--- config.mk ---
export PLATFORM = sky130hd
export DESIGN_NAME = chnl_tx_master
export DESIGN_NICKNAME = d
export VERILOG_FILES = /design/src/rtl/chnl_tx_master.sv
export SDC_FILE = /design/constraint.sdc
export NUM_CORES = 1
export LEC_CHECK = 0
export BUFFER_PORTS_ARGS = -buffer_cell sky130_fd_sc_hd__buf_2
export CORE_ASPECT_RATIO = 0.75
export CORE_MARGIN = 5
export CORE_UTILIZATION = 45
export CTS_CLUSTER_SIZE = 40
export DETAILED_ROUTE_END_ITERATION = 8
export PLACE_DENSITY = 0.61
export SETUP_SLACK_MARGIN = 0.4
export SLEW_MARGIN = 20
export SYNTH_ARGS = -nofsm -noshare
export SYNTH_HDL_FRONTEND = slang
export SYNTH_SLANG_ARGS = --single-unit
--- constraint.sdc ---
create_clock -name clk_i -period 5.86 [get_ports clk_i]
set_input_delay 0.293 -clock clk_i [delete_from_list [all_inputs] [get_ports clk_i]]
set_output_delay 0.293 -clock clk_i [all_outputs]
set_load 0.005 [all_outputs]
--- src/rtl/chnl_tx_master.sv ---
// Uplink transmitter for one formatter channel: buffers requester words in a FIFO and
// launches them to the slave node with even parity, idle-gap spacing and error stalling.
module chnl_tx_master #(
    parameter int unsigned DEPTH = 8,
    parameter int unsigned CNT_W = 16
) (
    input  logic             clk_i,
    input  logic             rst_n_i,
    input  logic [31:0]      req_data_i,
    input  logic             req_valid_i,
    output logic             req_ready_o,
    output logic [31:0]      data_o,
    output logic             data_p_o,
    output logic             valid_o,
    input  logic             wait_i,
    input  logic             parity_err_i,
    input  logic             en_i,
    input  logic [3:0]       gap_cycles_i,
    input  logic             inj_perr_i,
    output logic [CNT_W-1:0] sent_cnt_o,
    output logic             busy_o
);

    localparam int unsigned AW = $clog2(DEPTH);

    typedef enum logic [1:0] {StIdle, StSend, StGap} state_e;

    state_e             state_q, state_d;
    logic [31:0]        mem_q [DEPTH];
    logic [AW:0]        wr_ptr_q, wr_ptr_d;
    logic [AW:0]        rd_ptr_q, rd_ptr_d;
    logic [31:0]        data_q, data_d;
    logic               par_q, par_d;
    logic               valid_q, valid_d;
    logic               inj_q, inj_d;
    logic [3:0]         gap_q, gap_d;
    logic [CNT_W-1:0]   cnt_q, cnt_d;

    logic               fifo_full;
    logic               fifo_empty;
    logic               push;
    logic               pop;
    logic               launch_ok;
    logic [31:0]        head;

    // Extra pointer MSB separates full (MSBs differ) from empty (pointers equal).
    assign fifo_empty = (wr_ptr_q == rd_ptr_q);
    assign fifo_full  = (wr_ptr_q[AW] != rd_ptr_q[AW]) &&
                        (wr_ptr_q[AW-1:0] == rd_ptr_q[AW-1:0]);
    assign push       = req_valid_i && !fifo_full;
    assign head       = mem_q[rd_ptr_q[AW-1:0]];
    assign launch_ok  = en_i && !fifo_empty && !parity_err_i;

    assign wr_ptr_d = push ? wr_ptr_q + 1'b1 : wr_ptr_q;
    assign rd_ptr_d = pop  ? rd_ptr_q + 1'b1 : rd_ptr_q;

    always_comb begin
        state_d = state_q;
        data_d  = data_q;
        par_d   = par_q;
        valid_d = valid_q;
        gap_d   = gap_q;
        cnt_d   = cnt_q;
        inj_d   = inj_q || inj_perr_i;
        pop     = 1'b0;

        unique case (state_q)
            StIdle: begin
                valid_d = 1'b0;
                if (launch_ok) begin
                    state_d = StSend;
                end
            end
            StSend: begin
                if (!wait_i) begin
                    cnt_d = cnt_q + {{(CNT_W-1){1'b0}}, 1'b1};
                    if (gap_cycles_i != 4'd0) begin
                        gap_d   = gap_cycles_i;
                        valid_d = 1'b0;
                        state_d = StGap;
                    end else if (!launch_ok) begin
                        valid_d = 1'b0;
                        state_d = StIdle;
                    end
                end
            end
            StGap: begin
                valid_d = 1'b0;
                gap_d   = gap_q - 4'd1;
                if (gap_q == 4'd1) begin
                    state_d = launch_ok ? StSend : StIdle;
                end
            end
            default: begin
                state_d = StIdle;
                valid_d = 1'b0;
            end
        endcase

        // Any path that lands in SEND from a non-holding position launches a fresh word.
        if (state_d == StSend && !(state_q == StSend && wait_i)) begin
            pop     = 1'b1;
            data_d  = head;
            par_d   = (^head) ^ (inj_q || inj_perr_i);
            valid_d = 1'b1;
            inj_d   = 1'b0;
        end
    end

    always_ff @(posedge clk_i) begin
        if (push) begin
            mem_q[wr_ptr_q[AW-1:0]] <= req_data_i;
        end
    end

    always_ff @(posedge clk_i or negedge rst_n_i) begin
        if (!rst_n_i) begin
            state_q  <= StIdle;
            wr_ptr_q <= '0;
            rd_ptr_q <= '0;
            data_q   <= '0;
            par_q    <= 1'b0;
            valid_q  <= 1'b0;
            inj_q    <= 1'b0;
            gap_q    <= '0;
            cnt_q    <= '0;
        end else begin
            state_q  <= state_d;
            wr_ptr_q <= wr_ptr_d;
            rd_ptr_q <= rd_ptr_d;
            data_q   <= data_d;
            par_q    <= par_d;
            valid_q  <= valid_d;
            inj_q    <= inj_d;
            gap_q    <= gap_d;
            cnt_q    <= cnt_d;
        end
    end

    assign req_ready_o = !fifo_full;
    assign data_o      = data_q;
    assign data_p_o    = par_q;
    assign valid_o     = valid_q;
    assign sent_cnt_o  = cnt_q;
    assign busy_o      = valid_q || !fifo_empty || (state_q == StGap);

endmodule

# --- Yosys cells after proc, flatten, opt, wreduce, memory -nomap -nowiden ---
# Memory sizes are Yosys's and may differ from the RTL's.
# Cells that the tools add are included.
word_totals:
  word_cells: 66
  register_bits: 65
  mem_count: 1
  out_inout_bits: 52
  ram_bits: 256
  input_bits: 43
mem_list:
  columns: ["memory", "words", "width", "rd", "rd_ports_with_merged_regs", "write_ports", "line_no", "source"]
  rows:
  - ["mem_q", 8, 32, 1, 0, 1, "29", "logic [31:0] mem_q [DEPTH];"]
classes:
  n_addsub: 4
  muxes: 19
  eq_ne: 11
  reduce_logical: 20
  bitwise: 2
op_table:
  columns: ["cell", "count"]
  rows:
  - ["32-bit parity", 1]
  - ["16-bit by 1-bit adder with 16-bit output, second input constant", 1]
  - ["1-bit 2-to-1 mux", 10]
  - ["2-bit 2-to-1 mux", 5]
  - ["4-bit by 1-bit adder with 4-bit output, second input constant", 2]
  - ["4-bit 2-to-1 mux", 2]
  - ["4-bit one-hot mux with 2 select lines", 1]
  - ["1-bit logical AND", 6]
  - ["2-bit one-hot mux with 3 select lines", 1]
  - ["2-bit by 1-bit equality test with 1-bit output, second input constant", 2]
  - ["4-bit by 1-bit equality test with 1-bit output, second input constant", 1]
  - ["4-bit equality test", 1]
  - ["1-bit logical NOT", 4]
  - ["2-bit inequality test, second input constant", 2]
  - ["4-bit by 3-bit inequality test with 1-bit output, second input constant", 1]
  - ["2-bit AND reduction", 2]
  - ["4-bit nonzero test", 1]
  - ["4-bit by 1-bit subtractor with 4-bit output, second input constant", 1]
  - ["3-bit equality test", 1]
  - ["1-bit logical OR", 3]
  - ["3-bit by 2-bit inequality test with 1-bit output, second input constant", 1]
  - ["3-bit AND reduction", 1]
  - ["2-bit equality test, second input constant", 1]
  - ["2-bit logical NOT", 1]
  - ["4 further kinds", 4]

# --- Depth between registers and ports, before layout ---
# Gate-level depths: netlist of run 1.
depth:
  word_depth: 12
  depth_mapped: 14
  ltp_nobuf: 9

# --- Worst setup path before layout of run 1 ---
# Ideal clock, no wire load.
synth_path:
  path_kind: "register -> register"
  from: "register rd_ptr_q[0]"
  to: "memory mem_q[0][0], enable pin"
  slack_ps: 1367
  stages_incl_launch_ff: 13
  setup_ps: 461
  required_ps: 5399
  n_path_buf: 6
  arrival_time_ps: 4032
  synth_period_minus_slack_ps: 4493
  cell_sequence: "dfrtp_1 > buf_6 > buf_12 > buf_12 > buf_12 > buf_12 > xor2_1 > nor3_1 > nand2b_1 > and2_0 > clkbuf_1 > nand2b_1 > nor3_1"
synth_between:
  elab_chain_len: 6
synth_lines:
  columns: ["element", "line_no", "source"]
  rows:
  - ["from (decl)", "31", "logic [AW:0] rd_ptr_q, rd_ptr_d;"]
  - ["from (signal assigned)", "130", "rd_ptr_q <= rd_ptr_d;"]
  - ["3-bit equality test", "49", "(wr_ptr_q[AW-1:0] == rd_ptr_q[AW-1:0]);"]
  - ["1-bit logical AND", "48", "assign fifo_full = (wr_ptr_q[AW] != rd_ptr_q[AW]) &&"]
  - ["1-bit logical NOT", null, null]
  - ["via req_ready_o", "11", "output logic req_ready_o,"]
  - ["1-bit logical AND", "50", "assign push = req_valid_i && !fifo_full;"]
  - ["1-bit 2-to-1 mux", "111", "if (push) begin"]
  - ["1-bit 2-to-1 mux (not written as such)", "112", "mem_q[wr_ptr_q[AW-1:0]] <= req_data_i;"]
  - ["to (decl)", "29", null]
# The timed path passes the listed nets, and every way through them passes these cells.

# --- Final worst setup path of run 1 ---
layout_path:
  from: "register rd_ptr_q[0]"
  to: "register par_q, in the netlist data_p_o"
layout_between:
  elab_chain_len: 10
  elab_cells_between_ends: 16
  cone_classes: "eq/ne (2); mux (7); bitwise (1); reduce/logical (5); memory (1)"
layout_lines:
  columns: ["element", "line_no", "source"]
  rows:
  - ["4-bit equality test", "47", "assign fifo_empty = (wr_ptr_q == rd_ptr_q);"]
  - ["1-bit logical NOT", "52", "assign launch_ok = en_i && !fifo_empty && !parity_err_i;"]
  - ["1-bit logical AND (2 in a row)", "52", null]
  - ["2-bit 2-to-1 mux", "81", "end else if (!launch_ok) begin"]
  - ["2-bit 2-to-1 mux", "77", "if (gap_cycles_i != 4'd0) begin"]
  - ["2-bit 2-to-1 mux", "75", "if (!wait_i) begin"]
  - ["2-bit one-hot mux with 3 select lines", "67", "unique case (state_q)"]
  - ["2-bit by 1-bit equality test with 1-bit output", "101", "if (state_d == StSend && !(state_q == StSend && wait_i)) begin"]
  - ["1-bit logical AND", "101", null]
  - ["to (signal assigned)", "132", "par_q <= par_d;"]
  - ["to (decl)", "33", "logic par_q, par_d;"]
# Parallel ways exist; a longest one is shown, timed or not.
# A chain may end at the register's enable or synchronous reset.

==> results of run 1 <==
==> cells by family (layout without fill, tap and decap cells) <==
kind of cell | count (synthesis) | count (layout) | synth area share (%)
AND/OR/NAND/NOR | 94 | 94 | 3.38
other | 0 | 1 | 0
XOR/XNOR | 56 | 56 | 4.09
adder cells (fa/ha/maj) | 5 | 5 | 0.487
AO/OA/AOI/OAI | 39 | 39 | 2.39
flip-flops | 321 | 321 | 72.5
multiplexers | 119 | 119 | 14.9
buffers and inverters | 37 | 197 | 2.17
==> power groups by stage <==
| stage | Sequential (mW) | Clock [mW] | Combinational, mW |
|---|---|---|---|
| floorplan | 3.14 | 0 | 2.42 |
| global placement | 3.36 | 0 | 2.92 |
| detailed placement | 3.39 | 0 | 2.95 |
| CTS | 3.34 | 1.95 | 2.98 |
| global route | 3.39 | 2.05 | 3.15 |
| finish | 3.32 | 1.90 | 2.93 |
==> registers in the layout, indices dropped and copies added (netlist names) <==
signal	count
wr_ptr_q	4
data_o	32
data_p_o	1
inj_q	1
state_q	2
gap_q	4
valid_o	1
sent_cnt_o	16
rd_ptr_q	4
mem_q	256
==> cell usage after synthesis, drive strengths merged, types with 5 or more instances <==
cell type | count | area, µm²
nand3 | 7 | 40.0
clkbuf | 5 | 22.5
buf | 26 | 234
a221oi | 16 | 165
dfrtp | 65 | 1630
mux2 | 28 | 315
nor2 | 28 | 105
xnor2 | 39 | 349
mux2i | 42 | 420
inv | 6 | 22.5
ha | 5 | 62.6
nand2 | 32 | 120
o21ai | 15 | 75.1
edfxtp | 256 | 7690
nand2b | 6 | 37.5
mux4 | 49 | 1180
xor2 | 15 | 131
==> layout make-up <==
class / count / share of cell area (%)
diodes: 1 / 0.0168
repair buffers: 135 / 5.65
well taps: 385 / 3.23
clock buffers: 41 / 5.57
flip-flops and latches: 321 / 62.4
inverters: 6 / 0.151
multi-input cells: 313 / 22.0
clock inverters: 15 / 0.997
==> final timing paths <==
path | end | slack (ns)
min in group clk_i | mem_q[0][9]$_DFFE_PP_ | 0.02
min | sent_cnt_o[7]$_DFFE_PN0P_ | -0.03
max reg2reg | data_p_o$_DFFE_PN0P_ | 2.16
max in group asynchronous | rd_ptr_q[0]$_DFFE_PN0P_ | 5.15
min reg2reg | sent_cnt_o[15]$_DFFE_PN0P_ | 0.47
max | data_p_o$_DFFE_PN0P_ | 2.16
==> cell usage in the layout, fill, tap and decap left out, types with 6 or more instances in the layout <==
master,n
sky130_fd_sc_hd__edfxtp_1,256
sky130_fd_sc_hd__buf_2,94
sky130_fd_sc_hd__dfrtp_1,62
sky130_fd_sc_hd__mux2i_1,42
sky130_fd_sc_hd__xnor2_1,38
sky130_fd_sc_hd__nand2_1,32
sky130_fd_sc_hd__clkbuf_16,30
sky130_fd_sc_hd__mux2_2,28
sky130_fd_sc_hd__mux4_2,28
sky130_fd_sc_hd__dlygate4sd3_1,26
sky130_fd_sc_hd__nor2_1,22
sky130_fd_sc_hd__mux4_1,21
sky130_fd_sc_hd__xor2_1,15
sky130_fd_sc_hd__buf_4,15
sky130_fd_sc_hd__o21ai_0,14
sky130_fd_sc_hd__a221oi_1,12
sky130_fd_sc_hd__clkbuf_1,7
sky130_fd_sc_hd__clkinv_2,7
sky130_fd_sc_hd__inv_1,6
sky130_fd_sc_hd__nand2b_1,6
sky130_fd_sc_hd__nand3_1,6
==> metrics by stage <==
step	hold WS, ns	area [µm²]	setup WS, ns	std cells	power (mW)
floorplan	-0.00259	12800	1.37	671	5.56
global placement	0.457	13700	2.15	1134	6.28
detailed placement	0.458	13700	2.12	1134	6.34
CTS	0.000956	14900	2.11	1216	8.27
global route	0.00203	14900	1.91	1217	8.59
finish	-0.0268	14900	2.16	1217	8.15
==> per-layer routing <==
layer / up-vias / GRT usage (%)
met4: 0 / 3.79
met1: 3239 / 23.7
met3: 39 / 2.90
met5: - / 0
li1: 2927 / -
met2: 173 / 26.3
==> worst max-delay path: stages (launching register included) <==
cell                      delay, ns
sky130_fd_sc_hd__dfrtp_4       1.07
sky130_fd_sc_hd__mux4_1        0.65
sky130_fd_sc_hd__mux2_2        0.30
sky130_fd_sc_hd__xnor2_1       0.31
sky130_fd_sc_hd__xnor2_2       0.17
sky130_fd_sc_hd__xnor3_1       0.39
sky130_fd_sc_hd__xnor2_1       0.34
sky130_fd_sc_hd__xnor3_1       0.26
sky130_fd_sc_hd__o21ai_1       0.11
==> what timing repair did <==
| item | in CTS | in global routing |
|---|---|---|
| resized for setup | 0 | 0 |
| endpoints found under the setup margin | 0 | 0 |
| hold buffers | 26 | 0 |
| buffers inserted | 0 | 0 |
| endpoints found under the hold margin | 170 | 0 |
==> flow_metrics.py, run 1 <==
metrics = {
    "synthesis": {
        "synth_enable_flop_cells": 256,
        "synth_flop_cell": "sky130_fd_sc_hd__edfxtp_1",
        "synth_nets": 719,
        "postSynthRegisterBits": 321,
        "postSynthCellCount": 671,
        "synth_cell_type_count": 43,
        "postSynth.asyncResetShare_pct": 20.2,
        "netlist_area_um2": 12800,
        "ys_seq_area_share_pct": 72.5,
        "avgSynthCellArea_um2": 19.1,
        "ys_warn_count": 0,
    },
    "power": {
        "power_density_nw_per_um2": 546,
        "share_of_total_power_in_sequential_cells_pct": 40.8,
        "ir_worst_vdd_uv": 469,
        "internal_power_mw": 5.57,
        "comb_power_share_pct": 35.9,
        "switching_power_mw": 2.57,
        "share_clk_of_total_power_pct": 23.3,
        "sw_frac_of_total_pct": 31.6,
        "total_leakage_power_nw": 5.45,
    },
    "die": {
        "fp.dieW_um": 205,
        "floorplan_die_height_um": 156,
        "design.die.area_um2": 32000,
        "placement_rows": 53,
        "initial_utilization_pct": 45.8,
        "top_level_ports": 95,
        "core_area_um2": 28100,
    },
    "clock_network": {
        "htree_levels": 1,
        "cts_buffer_count": 30,
        "clock_edge_transition_at_the_registers_on_the_reported_setup_and_hold_paths_ns": 0.06,
        "clock-sinks": 321,
        "cts_buffer_depth": 3,
        "cts_tree": "done",
        "insertion_delay_ns": 0.55,
        "clock_root_buffer_master": "sky130_fd_sc_hd__clkbuf_16",
    },
    "final_layout": {
        "multi_input_comb_area_um2": 3280,
        "design.final.nets": 855,
        "finalCoreUtilization_pct": 53.2,
        "syn2layout_area_growth_pct": 16.3,
        "sequential_cell_area_um2": 9320,
        "post_route_cells_drive_above_1_share_pct": 27.9,
        "filler_cell_count": 2222,
    },
    "hold_path": {
        "hold_wc_path_type": "in2async",
    },
    "routing": {
        "num_vias": 6378,
        "met1_length_um": 11300,
        "drt.antenna.violating_nets": 0,
        "drt_iter0_markers": 308,
        "route.detailed.wl_per_inst_um": 21.1,
        "routed_length_on_met3_um": 1750,
        "wl_um": 25700,
        "detail_route.first_pass.iterations": 4,
        "route.top_layer_used": "met4",
        "vias_per_std_cell": 5.24,
        "route.detailed.drc": 0,
        "dr_wl_met2_um": 12300,
    },
    "worst_setup_path": {
        "end_kind": "flip-flop",
        "critical_path.max_fanout": 53,
        "timing.critical_path.from": "rd_ptr_q[0]$_DFFE_PN0P_",
        "critPathKind": "reg2reg",
        "critical_path.reg2reg.startpoint": "rd_ptr_q[0]$_DFFE_PN0P_",
        "critPathLaunchType": "flip-flop",
        "critPathRequiredTime_ns": 6.33,
        "cp_data_arrival_time_ns": 4.18,
        "worst-r2r-cell-count": 8,
    },
    "grt": {
        "grt_use_total_pct": 16.4,
        "grt_pass1_wl_um": 40300,
        "grt_residual_overflow": 0,
        "first_global_vias": 6762,
        "grt_start_max_net_pins": 66,
        "initial_antenna_violation_count": 1,
    },
    "place": {
        "dp_hpwl_um": 14900,
        "port-buffer-count": 94,
        "gpl.final_weighted_congestion": 0.783,
    },
    "timing": {
        "finalCritPeriodShare_pct": 63.2,
        "setup_total_negative_slack_ns": 0,
        "timing.final.crit_period_ns": 3.70,
        "hold-worst-slack_ns": -0.0268,
        "hold_viol": 28,
        "slew-limit-headroom_pct": 34.2,
        "skew_ns": 0.0117,
        "setup_viol_count_final": 0,
        "tightestPinTransition_ns": 0.982,
        "setup_repair_after_global_routing_missed_its_margin": "false",
        "achievable-frequency_ghz": 0.270,
        "final_max_slew_viol_count": 0,
    },
    "run": {
        "drv_cap": 0,
    },
    "outcome": {
        "result_of_the_run": "finished with violations",
        "violations": "hold timing",
    },
}
(Power assumes the default switching activity.)
==> run 2, diff against run 1 <==
--- a/config.mk
+++ b/config.mk
@@ -5,13 +5,14 @@
 export SDC_FILE = /design/constraint.sdc
 export NUM_CORES = 1
 export LEC_CHECK = 0
+export ABC_AREA = 1
 export BUFFER_PORTS_ARGS = -buffer_cell sky130_fd_sc_hd__buf_2
 export CORE_ASPECT_RATIO = 0.75
 export CORE_MARGIN = 5
 export CORE_UTILIZATION = 45
 export CTS_CLUSTER_SIZE = 40
 export DETAILED_ROUTE_END_ITERATION = 8
-export PLACE_DENSITY = 0.61
+export PLACE_DENSITY = 0.62
 export SETUP_SLACK_MARGIN = 0.4
 export SLEW_MARGIN = 20
 export SYNTH_ARGS = -nofsm -noshare
==> constraint.sdc (replaced) <==
create_clock -name clk_i -period 3.34 [get_ports clk_i]
set_input_delay 0.167 -clock clk_i [delete_from_list [all_inputs] [get_ports clk_i]]
set_output_delay 0.167 -clock clk_i [all_outputs]
set_load 0.005 [all_outputs]
==> run 2 against run 1 <==
  * Critical path type unchanged
  * First-iteration DRC count rose to 2.9 times the previous value
  * Worst hold slack better by 0.15 ns
  * Sequential power up 67%
  * Register-to-register slack worse by 1.5 ns
  * The run now ends clean
  * Global-route usage up 3.5 points
  * Critical endpoint unchanged
  * Final cell count up 81%
==> flow_metrics.py, run 2 <==
metrics = {
    "outcome": {
        "result_of_the_run": "finished clean",
    },
    "hold_path": {
        "worstHoldEndpoint": "state_q[0]$_DFF_PN0_",
        "worstHoldPathCells": 4,
        "critical_hold_path_startpoint": "en_i",
        "hold_wc_path_type": "in2reg",
    },
    "synthesis": {
        "synthMuxAreaShare_pct": 0,
        "postSynthCellCount": 1593,
        "synth_area_leader_cell": "sky130_fd_sc_hd__edfxtp_1",
        "netlist_area_um2": 14900,
        "dominant_combinational_cell_family_by_area_after_synthesis": "simple AND/OR/NAND/NOR gates",
        "synthDominantCellAreaShare_pct": 51.6,
        "post_synth_xor_area_fraction_pct": 1.41,
        "ys_warn_count": 0,
        "fraction_of_the_mapped_netlist_area_in_compound_gates_pct": 2.91,
        "avgSynthCellArea_um2": 9.35,
        "synth_nets": 1641,
        "postSynthRegisterBits": 321,
        "postSynth.asyncResetShare_pct": 20.2,
        "synth-simple-area-share_pct": 24.3,
        "ys_seq_area_share_pct": 62.5,
        "synth_flop_cell": "sky130_fd_sc_hd__edfxtp_1",
        "synth_enable_flop_cells": 256,
        "post_synthesis_adder_cell_area_fraction_pct": 0.420,
        "count_leader_synth": "sky130_fd_sc_hd__nand2_1",
        "synth_cell_type_count": 36,
        "top_area_cells_in_the_synthesized_netlist": "sky130_fd_sc_hd__edfxtp_1 52%, sky130_fd_sc_hd__nand2_1 17%, sky130_fd_sc_hd__dfrtp_1 11%",
        "netlist_top_cells_count": "671 x sky130_fd_sc_hd__nand2_1, 256 x sky130_fd_sc_hd__edfxtp_1, 198 x sky130_fd_sc_hd__inv_1",
    },
    "worst_setup_path": {
        "critical_path.max_fanout": 26,
        "critPathKind": "reg2reg",
        "critical_path.reg2reg.startpoint": "rd_ptr_q[0]$_DFFE_PN0P_",
        "regToRegEndpoint": "data_p_o$_DFFE_PN0P_",
        "timing.critical_path.slowest_stage_cell": "sky130_fd_sc_hd__dfrtp_4",
        "critPathLaunchType": "flip-flop",
        "crit_family": "simple AND/OR/NAND/NOR gates",
        "cpMostUsedCell": "sky130_fd_sc_hd__nand2_1",
        "worstPathBufferInverterCount": 4,
        "worst-r2r-cell-count": 20,
        "critPathMaxStageDelay_ns": 0.62,
        "critPathRequiredTime_ns": 3.75,
        "crit_path_cell_trace": "inv_6, buf_12, buf_12, nand2_1, nand3_1, nand3_1, nand2_1, nand2_1, nand2_2, inv_1, nand2_1, nand2_1, nand2_1, nand2_1, nand2_1, nand2_2, nand2_1, nand3_1, nand3_1, nand2_1",
        "end_kind": "flip-flop",
        "cp_data_arrival_time_ns": 3.09,
        "reg2reg_slack_ns": 0.66,
    },
    "final_layout": {
        "post_route_cells_drive_above_1_share_pct": 12.4,
        "largest_reg_flops": 256,
        "design.final.nets": 1781,
        "post-route-cell-area_um2": 17400,
        "layout_commonest_cell": "sky130_fd_sc_hd__nand2_1",
        "finalCoreUtilization_pct": 53.5,
        "syn2layout_area_growth_pct": 16.9,
        "insertedDiodeCount": 0,
        "final_cell_mix": "671 x sky130_fd_sc_hd__nand2_1, 256 x sky130_fd_sc_hd__edfxtp_1, 198 x sky130_fd_sc_hd__inv_1",
    },
    "power": {
        "ir_worst_vdd_uv": 537,
        "comb_power_share_pct": 44.0,
        "internal_power_mw": 9.69,
        "share_clk_of_total_power_pct": 22.5,
        "switching_power_mw": 6.86,
        "power_density_nw_per_um2": 951,
        "sw_frac_of_total_pct": 41.4,
        "total_leakage_power_nw": 8.07,
        "share_of_total_power_in_sequential_cells_pct": 33.5,
    },
    "grt": {
        "global_route.usage.met2_pct": 31.0,
        "initial_antenna_violation_count": 0,
        "grt_use_total_pct": 19.8,
        "met3_usage_pct": 3.52,
        "first_global_vias": 10700,
        "gr-max-usage-layer": "met2",
        "grt_residual_overflow": 0,
        "grt_start_max_net_pins": 76,
        "met1_usage_pct": 28.8,
        "grt_pass1_wl_um": 58000,
    },
    "routing": {
        "drt.antenna.violating_nets": 0,
        "vias_per_std_cell": 4.86,
        "wl_um": 35900,
        "drt_iter0_markers": 904,
        "route.detailed.drc": 0,
        "route.detailed.wl_per_inst_um": 16.3,
        "detail_route.first_pass.iterations": 5,
        "num_vias": 10700,
    },
    "clock_network": {
        "clock_root_buffer_master": "sky130_fd_sc_hd__clkbuf_16",
        "htree_levels": 2,
        "cts_buffer_count": 34,
        "cts_tree": "done",
        "cts_buffer_depth": 3,
        "clock-sinks": 321,
        "insertion_delay_ns": 0.52,
        "clock_edge_transition_at_the_registers_on_the_reported_setup_and_hold_paths_ns": 0.06,
    },
    "die": {
        "fp.dieW_um": 220,
        "top_level_ports": 95,
        "initial_utilization_pct": 45.8,
        "placement_rows": 57,
        "core_area_um2": 32500,
        "floorplan_die_height_um": 168,
        "design.die.area_um2": 36900,
    },
    "place": {
        "dp_hpwl_um": 22000,
        "postPlaceCellArea_um2": 15900,
        "port-buffer-count": 94,
        "gpl.final_weighted_congestion": 0.829,
    },
    "timing": {
        "setup_viol_count_final": 0,
        "tightestPinTransition_ns": 0.920,
        "skew_ns": 0.0116,
        "finalCritPeriodShare_pct": 80.2,
        "setup_repair_after_global_routing_missed_its_margin": "false",
        "setup_total_negative_slack_ns": 0,
        "final_max_slew_viol_count": 0,
        "hold_viol": 0,
        "slew-limit-headroom_pct": 38.6,
        "achievable-frequency_ghz": 0.373,
        "timing.final.crit_period_ns": 2.68,
    },
    "run": {
        "drv_cap": 0,
    },
}
run 2: cell families (layout without fill, tap and decap cells):
group / Yosys count / in the layout
fa+ha+maj: 5 / 5
buf+inv: 270 / 435
compound gates: 75 / 75
flops: 321 / 321
simple gates: 898 / 898
xor+xnor: 24 / 24
run 2: final cells by class:
type | instances | area, µm²
multi-input cells | 1002 | 4390
repair buffers | 168 | 1280
fillers | 2924 | 15100
flip-flops and latches | 321 | 9320
clock buffers | 53 | 995
inverters | 206 | 778
well taps | 442 | 553
clock inverters | 8 | 93.8
run 2: timing repair:
item                                    4_1_cts  5_1_grt
buffers inserted                              0        1
endpoints found under the setup margin        0        1
endpoints found under the hold margin       331        0
hold buffers                                 42        0
resized for setup                             0        2
run 2: metrics by stage:
step           power (mW)  hold WS [ns]  std cells  setup slack [ns]
6_report             16.5         0.126       2200             0.661
5_1_grt              18.0         0.119       2200             0.401
4_1_cts              16.6        0.0943       2199             0.594
3_5_place_dp         12.8         0.371       2096             0.620
3_3_place_gp         12.7         0.368       2096             0.668
2_1_floorplan        10.7        -0.129       1593             0.232
run 2: per-layer routing:
layer | part of all wire [%] | wire [µm]
met5 | 0 | 0
met4 | 2.1 | 745
met3 | 6.3 | 2240
met2 | 44 | 15900
met1 | 47 | 16900
run 2: worst max path at each step:
stage,from,end,slack (ns),cells after the start
finish,rd_ptr_q[0]$_DFFE_PN0P_,data_p_o$_DFFE_PN0P_,0.66,20
detailed placement,rd_ptr_q[0]$_DFFE_PN0P_,data_p_o$_DFFE_PN0P_,0.62,22
global route,rd_ptr_q[0]$_DFFE_PN0P_,data_p_o$_DFFE_PN0P_,0.40,22
CTS,rd_ptr_q[0]$_DFFE_PN0P_,data_p_o$_DFFE_PN0P_,0.59,22
global placement,rd_ptr_q[0]$_DFFE_PN0P_,data_p_o$_DFFE_PN0P_,0.67,20
floorplan,rd_ptr_q[0]$_DFFE_PN0P_,mem_q[0][0]$_DFFE_PP_,0.23,8
run 2: power by group through the flow:
stage	Combinational (mW)	Sequential [mW]	Clock, mW
after floorplan	5.22	5.53	0
after global placement	7.04	5.64	0
after detailed placement	7.16	5.65	0
after CTS	7.23	5.57	3.81
after global routing	8.33	5.63	4.00
final	7.27	5.55	3.72
run 2: worst reg2reg max path: stages, from the launching register on:
cell,delay [ns]
sky130_fd_sc_hd__dfrtp_4,0.62
sky130_fd_sc_hd__inv_6,0.20
sky130_fd_sc_hd__buf_12,0.20
sky130_fd_sc_hd__buf_12,0.20
sky130_fd_sc_hd__nand2_1,0.11
sky130_fd_sc_hd__nand3_1,0.13
sky130_fd_sc_hd__nand3_1,0.09
sky130_fd_sc_hd__nand2_1,0.12
sky130_fd_sc_hd__nand2_1,0.08
sky130_fd_sc_hd__nand2_2,0.10
sky130_fd_sc_hd__inv_1,0.06
sky130_fd_sc_hd__nand2_1,0.06
sky130_fd_sc_hd__nand2_1,0.06
sky130_fd_sc_hd__nand2_1,0.06
sky130_fd_sc_hd__nand2_1,0.05
sky130_fd_sc_hd__nand2_1,0.07
sky130_fd_sc_hd__nand2_2,0.09
sky130_fd_sc_hd__nand2_1,0.08
sky130_fd_sc_hd__nand3_1,0.07
sky130_fd_sc_hd__nand3_1,0.07
sky130_fd_sc_hd__nand2_1,0.05
